===== config.mk =====
export PLATFORM = sky130hd
export DESIGN_NAME = dds_dual_channel_scheduler_flat
export DESIGN_NICKNAME = d
export VERILOG_FILES = /design/src/rtl/dds_pkg.sv /design/src/rtl/dds_dual_channel_scheduler_if.sv /design/src/rtl/dds_tick_gen.sv /design/src/rtl/dds_dual_channel_scheduler.sv /design/src/flat_wrapper.sv
export SDC_FILE = /design/constraint.sdc
export NUM_CORES = 1
export LEC_CHECK = 0
export CAP_MARGIN = 20
export CORE_ASPECT_RATIO = 0.7
export CORE_MARGIN = 8
export CORE_UTILIZATION = 50
export DETAILED_ROUTE_END_ITERATION = 6
export PLACE_DENSITY_LB_ADDON = 0.2
export SETUP_SLACK_MARGIN = 0.5
export SLEW_MARGIN = 15
export SYNTH_ARGS = -nofsm -noshare
export SYNTH_HDL_FRONTEND = slang
export SYNTH_HIERARCHICAL = 1
export SYNTH_SLANG_ARGS = --single-unit

===== constraint.sdc =====
create_clock -name clk -period 2.3 [get_ports clk]
set_input_delay 0.345 -clock clk [delete_from_list [all_inputs] [get_ports clk]]
set_output_delay 0.345 -clock clk [all_outputs]
set_load 0.02 [all_outputs]

===== src/rtl/dds_pkg.sv =====
// rtl/dds_pkg.sv - shared constants, FSM encoding and address-width helper for the DDS blocks
package dds_pkg;

  localparam int NUM_CH        = 2;
  localparam int DEF_PHASE_W   = 16;
  localparam int DEF_KCOUNT    = 3900;
  localparam int DEF_ROM_WIDTH = 8;
  localparam int DEF_ROM_DEPTH = 64;

  typedef enum logic [1:0] {
    IDLE  = 2'd0,
    LOOK0 = 2'd1,
    LOOK1 = 2'd2
  } state_t;

  // Table holds four quarter-waves worth of addresses.
  function automatic int id_w(input int depth);
    return $clog2(4 * depth);
  endfunction

endpackage


===== src/rtl/dds_dual_channel_scheduler_if.sv =====
// rtl/dds_dual_channel_scheduler_if.sv - per-channel tuning-word configuration handshake
interface dds_dual_channel_scheduler_if #(
  parameter int PHASE_W = 16
) ();

  logic               cfg_valid;
  logic               cfg_ready;
  logic               cfg_ch;
  logic [PHASE_W-1:0] cfg_ftw;
  logic               cfg_clr;

  modport master (
    output cfg_valid, cfg_ch, cfg_ftw, cfg_clr,
    input  cfg_ready
  );

  modport slave (
    input  cfg_valid, cfg_ch, cfg_ftw, cfg_clr,
    output cfg_ready
  );

endinterface


===== src/rtl/dds_tick_gen.sv =====
// rtl/dds_tick_gen.sv - free-running divider, one-cycle tick every KCOUNT clocks
module dds_tick_gen #(
  parameter int KCOUNT = dds_pkg::DEF_KCOUNT
) (
  input  logic clk,
  input  logic rst,
  output logic tick
);

  localparam int            CW   = $clog2(KCOUNT);
  localparam logic [CW-1:0] LAST = CW'(KCOUNT - 1);

  logic [CW-1:0] count;

  assign tick = (count == LAST);

  always_ff @(posedge clk or negedge rst) begin
    if (!rst) begin
      count <= '0;
    end else begin
      count <= tick ? '0 : count + 1'b1;
    end
  end

endmodule


===== src/rtl/dds_dual_channel_scheduler.sv =====
// rtl/dds_dual_channel_scheduler.sv - two phase accumulators sharing one sine table per sample tick
module dds_dual_channel_scheduler
  import dds_pkg::*;
#(
  parameter int ROM_WIDTH = DEF_ROM_WIDTH,
  parameter int ROM_DEPTH = DEF_ROM_DEPTH,
  parameter int PHASE_W   = DEF_PHASE_W,
  parameter int kCOUNT    = DEF_KCOUNT,
  localparam int ID_W     = id_w(ROM_DEPTH)
) (
  input  logic                     clk,
  input  logic                     rst,
  dds_dual_channel_scheduler_if.slave cfg,
  output logic [ID_W-1:0]          rom_id,
  input  logic [2*ROM_WIDTH-1:0]   rom_data,
  output logic [2*ROM_WIDTH-1:0]   ch0_data,
  output logic [2*ROM_WIDTH-1:0]   ch1_data,
  output logic                     o_ce
);

  state_t             state, state_next;
  logic               tick;
  logic               xfer;
  logic [PHASE_W-1:0] acc [NUM_CH];
  logic [PHASE_W-1:0] ftw [NUM_CH];
  logic [PHASE_W-1:0] acc0_next;

  dds_tick_gen #(.KCOUNT(kCOUNT)) u_tick_gen (
    .clk  (clk),
    .rst  (rst),
    .tick (tick)
  );

  always_ff @(posedge clk or negedge rst) begin
    if (!rst) state <= IDLE;
    else      state <= state_next;
  end

  always_comb begin
    state_next = state;
    case (state)
      IDLE:    if (tick) state_next = LOOK0;
      LOOK0:   state_next = LOOK1;
      LOOK1:   state_next = IDLE;
      default: state_next = IDLE;
    endcase
  end

  always_comb begin
    cfg.cfg_ready = (state == IDLE);
  end

  assign xfer      = cfg.cfg_valid && cfg.cfg_ready;
  assign acc0_next = acc[0] + ftw[0];

  always_ff @(posedge clk or negedge rst) begin
    if (!rst) begin
      for (int i = 0; i < NUM_CH; i++) begin
        acc[i] <= '0;
        ftw[i] <= '0;
      end
      rom_id   <= '0;
      ch0_data <= '0;
      ch1_data <= '0;
      o_ce     <= 1'b0;
    end else begin
      o_ce <= (state == LOOK1);
      case (state)
        IDLE: if (tick) begin
          acc[0] <= acc0_next;
          acc[1] <= acc[1] + ftw[1];
          rom_id <= acc0_next[PHASE_W-1 -: ID_W];
        end
        LOOK0: begin
          ch0_data <= rom_data;
          rom_id   <= acc[1][PHASE_W-1 -: ID_W];
        end
        LOOK1:   ch1_data <= rom_data;
        default: ;
      endcase
      // Placed after the tick update so a same-cycle clear wins over accumulation.
      if (xfer) begin
        ftw[cfg.cfg_ch] <= cfg.cfg_ftw;
        if (cfg.cfg_clr) acc[cfg.cfg_ch] <= '0;
      end
    end
  end

endmodule

===== src/flat_wrapper.sv =====
// flat-port wrapper written by rule: the top's interface ports become plain ports
module dds_dual_channel_scheduler_flat import dds_pkg::*;
#(
  parameter int ROM_WIDTH = DEF_ROM_WIDTH,
  parameter int ROM_DEPTH = DEF_ROM_DEPTH,
  parameter int PHASE_W   = DEF_PHASE_W,
  parameter int kCOUNT    = DEF_KCOUNT,
  localparam int ID_W     = id_w(ROM_DEPTH)
)
  (clk, rst, rom_id, rom_data, ch0_data, ch1_data, o_ce, cfg_cfg_valid, cfg_cfg_ch, cfg_cfg_ftw, cfg_cfg_clr, cfg_cfg_ready);
  dds_dual_channel_scheduler_if #(.PHASE_W(PHASE_W)) cfg_i ();
  input  logic clk;
  input  logic rst;
  output logic [ID_W-1:0] rom_id;
  input  logic [2*ROM_WIDTH-1:0] rom_data;
  output logic [2*ROM_WIDTH-1:0] ch0_data;
  output logic [2*ROM_WIDTH-1:0] ch1_data;
  output logic o_ce;
  input wire logic [$bits(cfg_i.cfg_valid)-1:0] cfg_cfg_valid;
  input wire logic [$bits(cfg_i.cfg_ch)-1:0] cfg_cfg_ch;
  input wire logic [$bits(cfg_i.cfg_ftw)-1:0] cfg_cfg_ftw;
  input wire logic [$bits(cfg_i.cfg_clr)-1:0] cfg_cfg_clr;
  output wire logic [$bits(cfg_i.cfg_ready)-1:0] cfg_cfg_ready;
  assign cfg_i.cfg_valid = cfg_cfg_valid;
  assign cfg_i.cfg_ch = cfg_cfg_ch;
  assign cfg_i.cfg_ftw = cfg_cfg_ftw;
  assign cfg_i.cfg_clr = cfg_cfg_clr;
  assign cfg_cfg_ready = cfg_i.cfg_ready;
  dds_dual_channel_scheduler #(.ROM_WIDTH(ROM_WIDTH), .ROM_DEPTH(ROM_DEPTH), .PHASE_W(PHASE_W), .kCOUNT(kCOUNT)) u_core (.clk(clk), .rst(rst), .cfg(cfg_i), .rom_id(rom_id), .rom_data(rom_data), .ch0_data(ch0_data), .ch1_data(ch1_data), .o_ce(o_ce));
endmodule

# After elaboration in Yosys (flattened, before gate mapping)
# Cells that the tools add are included.
# word_totals
register_bits,119
output_inout_bits,42
elab_cells,39
# classes
add_sub_neg,3
n_mux,12
reduce_logical,5
bitwise_logic,3
n_eq_ne,4
n_lt_le_gt_ge,2
# op_table
operator,count
32-bit 2-to-1 mux,4
16-bit adder,2
32-bit AND,1
32-bit bitwise mux,1
32-bit NOT,1
16-bit demux with 1-bit select,1
16-bit 2-to-1 mux,1
8-bit case mux with 2 select lines,1
12-bit by 1-bit adder with 12-bit output (second input constant),1
12-bit equality test (second input constant),1
12-bit 2-to-1 mux,1
8-bit 2-to-1 mux,1
2-bit case mux with 2 select lines,1
2-bit by 1-bit equality test with 1-bit output (second input constant),1
2-bit equality test (second input constant),1
2-bit >= comparator (second input constant),1
1-bit logical AND,2
2-bit logical NOT,1
2-bit by 1-bit < comparator with 1-bit output (second input constant),1
2-bit 2-to-1 mux,1
2-bit inequality test (second input constant),1
1-bit NOT with 2-bit output,1
2-bit AND reduction,1
2-bit nonzero test,1

# Logic depth before layout (Yosys ltp)
# depth
ltp_word,9
ltp_mapped,10
ltp_nobuf,9

# Hierarchy
# The synthesis kept the hierarchy.
# by_module_without_submodules
mod,area_each_um2,seq_area_each_um2,cells_per_inst,n_inst
dds_dual_channel_scheduler,5530.3,2677.6,506,1
dds_tick_gen,610.6,300.3,58,1

# Worst setup path before layout
# OpenSTA, ideal clock, no wires.
# synth_timing
path_kind,reg-to-reg
start,register u_core/acc[0] in the netlist's numbering
end,register u_core/acc[12] in the netlist's numbering
setup_ns,0.137
path_slack_ns,0.047
stages_incl_launch_ff,10
arrival_time_ns,2.117
cell_sequence,dfrtp_1 ha_1 fa_1 a211oi_1 o211ai_2 a41oi_2 o21ai_0 o21ai_0 xor2_1 a21oi_1
# synth_via
elab_chain_len,6
# synth_lines
element,line_no,source
from (decl),dds_dual_channel_scheduler.sv:24,logic [PHASE_W-1:0] acc [NUM_CH];
16-bit adder *,dds_dual_channel_scheduler.sv:71,acc[1] <= acc[1] + ftw[1];
32-bit 2-to-1 mux *,dds_dual_channel_scheduler.sv:69,IDLE: if (tick) begin
32-bit 2-to-1 mux *,dds_dual_channel_scheduler.sv:68,case (state)
32-bit AND (no source line),n/a,
32-bit 2-to-1 mux,dds_dual_channel_scheduler.sv:84,if (cfg.cfg_clr) acc[cfg.cfg_ch] <= '0;
32-bit 2-to-1 mux *,dds_dual_channel_scheduler.sv:82,if (xfer) begin
# Every way passes the cells marked *; elsewhere a longest branch is shown, timed or not.
# A chain may end at the register's enable or synchronous reset.

# Worst setup path in the final report
# layout_timing
start,register u_core/ftw[16] in the netlist's numbering
end,register u_core/acc[30] in the netlist's numbering
# layout_via
elab_chain_len,6
# layout_lines
element,line_no,source
from (decl),dds_dual_channel_scheduler.sv:25,logic [PHASE_W-1:0] ftw [NUM_CH];
"from (signal, indexed assignment)",dds_dual_channel_scheduler.sv:83,ftw[cfg.cfg_ch] <= cfg.cfg_ftw;
16-bit adder *,dds_dual_channel_scheduler.sv:54,assign acc0_next = acc[0] + ftw[0];
32-bit 2-to-1 mux *,dds_dual_channel_scheduler.sv:69,
32-bit 2-to-1 mux *,dds_dual_channel_scheduler.sv:68,
32-bit AND (no source line),n/a,
32-bit 2-to-1 mux,dds_dual_channel_scheduler.sv:84,
32-bit 2-to-1 mux *,dds_dual_channel_scheduler.sv:82,
# Marks and branches as above.

==> impl_metrics.py <==
metrics = {
    "status": {
        "status": "finished, final reports clean",
    },
    "synthesis": {
        "synth_compound_area_share_pct": 15.4,
        "synth_top_area_share_pct": 48.5,
        "syn-num-nets": 634,
        "synth_cell_type_count": 59,
        "synth_fa_ha_area_share_pct": 6.97,
        "ys_seq_elements": 119,
        "synth_area_sq_um": 6140,
        "yosys.area.top_type": "dfrtp_1",
        "synth-edff-count": 0,
        "synthArstFlopShare_pct": 100,
        "yosysWarnings": 6,
        "synth_xor_area_share_pct": 3.42,
        "muxShareOfSynthArea_pct": 12.1,
        "synthFlopType": "dfrtp_1",
        "netlist_instances": 564,
        "netlist_top_cells_area": "dfrtp_1, mux2_2, ha_1",
        "synth-simple-area-share_pct": 11.7,
        "synth_top_family_by_area": "compound AO/OA/AOI/OAI gates",
        "syn_avg_cell_area_sq_um": 10.9,
        "seq_area_frac_synth_pct": 48.5,
    },
    "sta": {
        "fin_crit_sh_pct": 95.1,
        "skew_ps": 8.98,
        "timing.fmax_mhz": 457,
        "final_hold_viol_count": 0,
        "fin_setup_tns_ps": 0,
        "setup_viol": 0,
        "slew_viol_final": 0,
        "period_needed_ps": 2190,
        "rsz0062_at_grt": "true",
        "slew_headroom_pct": 67.3,
        "worst_pin_slew_ps": 485,
        "whs_ps": 463,
    },
    "drt": {
        "num_vias": 4917,
        "wl_per_cell_um": 18.9,
        "drcViolationCount": 0,
        "drt-total-wl_mm": 16.4,
        "ant_nets": 0,
        "drt_iter0_drc": 279,
        "viasPerCell": 5.67,
        "drt_pre_antenna_iters": 5,
    },
    "die": {
        "design.die.area_sq_um": 16100,
        "io_pins": 79,
        "num_rows": 34,
        "die_h_um": 109,
        "fp.coreArea_sq_um": 12200,
        "start_util_pct": 50.3,
        "die_width_um": 148,
    },
    "worst_setup_path": {
        "worst-path-buf-inv": 0,
        "required_ps": 2580,
        "cp-end-kind": "register",
        "cp_slowest_cell": "dfrtp_1",
        "criticalPathCategory": "register to register",
        "cp_data_arrival_time_ps": 2470,
        "cp_top_family": "compound AO/OA/AOI/OAI gates",
        "path_cells": "ha_2 -> fa_2 -> a211o_1 -> o211ai_2 -> a31oi_4 -> a22oi_2 -> o21ai_1 -> mux2i_1 -> a21oi_1",
        "critPathLaunchType": "register",
        "crit_path_max_fanout": 3,
        "cp_slowest_stage_delay_ps": 380,
    },
    "clock_tree": {
        "cts_buffers": 17,
        "cts_buffer_depth": 2,
        "ctsRootBufferMaster": "clkbuf_16",
        "clkTransAtPathRegs_ps": 60,
        "clkSinkCount": 119,
        "clock_latency_ps": 410,
        "htreeDepth": 4,
        "cts_tree": "built",
    },
    "place": {
        "place_inst": 802,
        "portBuffers": 78,
        "gp_congestion": 0.871,
        "dpl.hpwl_mm": 10.8,
    },
    "pwr": {
        "power_frac_seq_pct": 40.1,
        "pwr-share-clk_pct": 47.1,
        "p_switching_uw": 1460,
        "combinationalPowerShare_pct": 12.8,
        "ir_worst_vdd_mv": 0.524,
        "p_int_uw": 4290,
        "power.leakage_uw": 0.00388,
        "power_density_nw_per_um2": 663,
        "switching_share_pct": 25.4,
    },
    "final_layout": {
        "utilization_pct": 71.0,
        "diodes": 0,
        "stdcell_count": 867,
        "most-common-layout-cells": "dfrtp_1, clkdlybuf4s50_1, mux2_2, nand2_1, buf_4",
        "fillers": 818,
        "num-nets-final": 763,
        "layout-drive-gt1-share_pct": 34.8,
        "register_area_sq_um": 2990,
        "syn_to_final_growth_pct": 41.2,
        "final_common_cell": "dfrtp_1",
        "multiInputGateArea_sq_um": 3560,
    },
    "grt": {
        "grt_pass1_wl_mm": 26.0,
        "antenna_found_initial": 0,
        "grt_overflow": 0,
        "grt_pass1_vias": 5091,
        "grt_max_degree": 46,
        "grt_use_total_pct": 20.3,
    },
    "worst_hold_path": {
        "hp-class": "input port to async pin",
    },
    "job": {
        "maxCapViolCount": 0,
    },
}
[synthesized netlist by cell type (all sizes together) (3+ instances only)]
| master | number |
|---|---|
| a21boi | 3 |
| o31ai | 4 |
| a21o | 13 |
| dfrtp | 119 |
| clkbuf | 7 |
| a21oi | 50 |
| and3 | 6 |
| nand2b | 5 |
| o21ai | 24 |
| o211ai | 7 |
| ha | 31 |
| buf | 12 |
| nand4 | 4 |
| o21a | 5 |
| xor2 | 10 |
| inv | 9 |
| mux2 | 64 |
| nand3 | 12 |
| nand2 | 56 |
| a211oi | 12 |
| a31oi | 5 |
| xnor2 | 14 |
| nor2b | 3 |
| nor2 | 43 |
| nor3 | 9 |
| a22oi | 8 |
[power by group through the flow]
| stage | Clock, uW | Sequential (uW) | Combinational (uW) |
|---|---|---|---|
| after floorplan | 0 | 2300 | 379 |
| after global placement | 0 | 2310 | 611 |
| after detailed placement | 0 | 2320 | 630 |
| after CTS | 2730 | 2290 | 666 |
| after global routing | 2840 | 2320 | 798 |
| final | 2710 | 2300 | 736 |
[path summary, 6_finish.rpt]
path	slack, ps	cells after the start	start	end
min in group clk	500	1	u_core/ch1_data[14]	u_core/ch1_data[14]
worst min-delay path	460	2	rst	u_core/acc[4]
worst min register to register	500	1	u_core/ch1_data[14]	u_core/ch1_data[14]
worst max register to register	110	9	u_core/ftw[16]	u_core/acc[30]
worst max-delay path	110	9	u_core/ftw[16]	u_core/acc[30]
max in group asynchronous	1220	3	rst	u_core/acc[17]
[area by class of cell]
| type | instances | share of cell area (%) |
|---|---|---|
| inverters | 10 | 0.491 |
| clock inverters | 14 | 2.05 |
| multi-input cells | 416 | 41.1 |
| clock buffers | 17 | 4.91 |
| repair buffers | 129 | 14.7 |
| well taps | 162 | 2.34 |
| flip-flops and latches | 119 | 34.4 |
[registers in the layout (all words and copies together) (netlist names)]
name and flops:
u_core/acc 32, u_core/ch0_data 16, u_core/ch1_data 16, u_core/ftw 32, u_core/o_ce 1, u_core/rom_id 8
u_core/state 2, u_core/u_tick_gen/count 12
[routing by layer]
| metal | track usage, % | share of wire, % | routed length (um) |
|---|---|---|---|
| met5 | 0 | 0 | 0 |
| met4 | 5.87 | 1.1 | 186 |
| met3 | 7.05 | 7.8 | 1280 |
| met2 | 32.8 | 48 | 7800 |
| met1 | 25.5 | 44 | 7150 |
[metrics by stage]
step           power [uW]  worst slack [ps]  cell area, sq um
3_5_place_dp         2950             -7.76              7330
6_report             5740               113              8670
3_3_place_gp         2920              74.8              7330
4_1_cts              5690               139              8280
5_1_grt              5950             -11.5              8670
2_1_floorplan        2680               190              6280
[timing repair]
action	4_1_cts	5_1_grt
setup endpoints to repair	39	45
hold buffers	1	0
setup buffers	23	10
gates resized for setup	41	64
gates cloned	0	0
pin swaps	42	28
hold endpoints to repair	33	0
[cell families after synthesis]
logic type                 count (synthesis)
and+or+nand+nor                          151
AOI/OAI and AO/OA                        142
DFF                                      119
muxes                                     66
adders and majority gates                 33
buffers and inverters                     29
xor gates and xnor gates                  24
No activity file was read; power rests on OpenSTA's default activity.
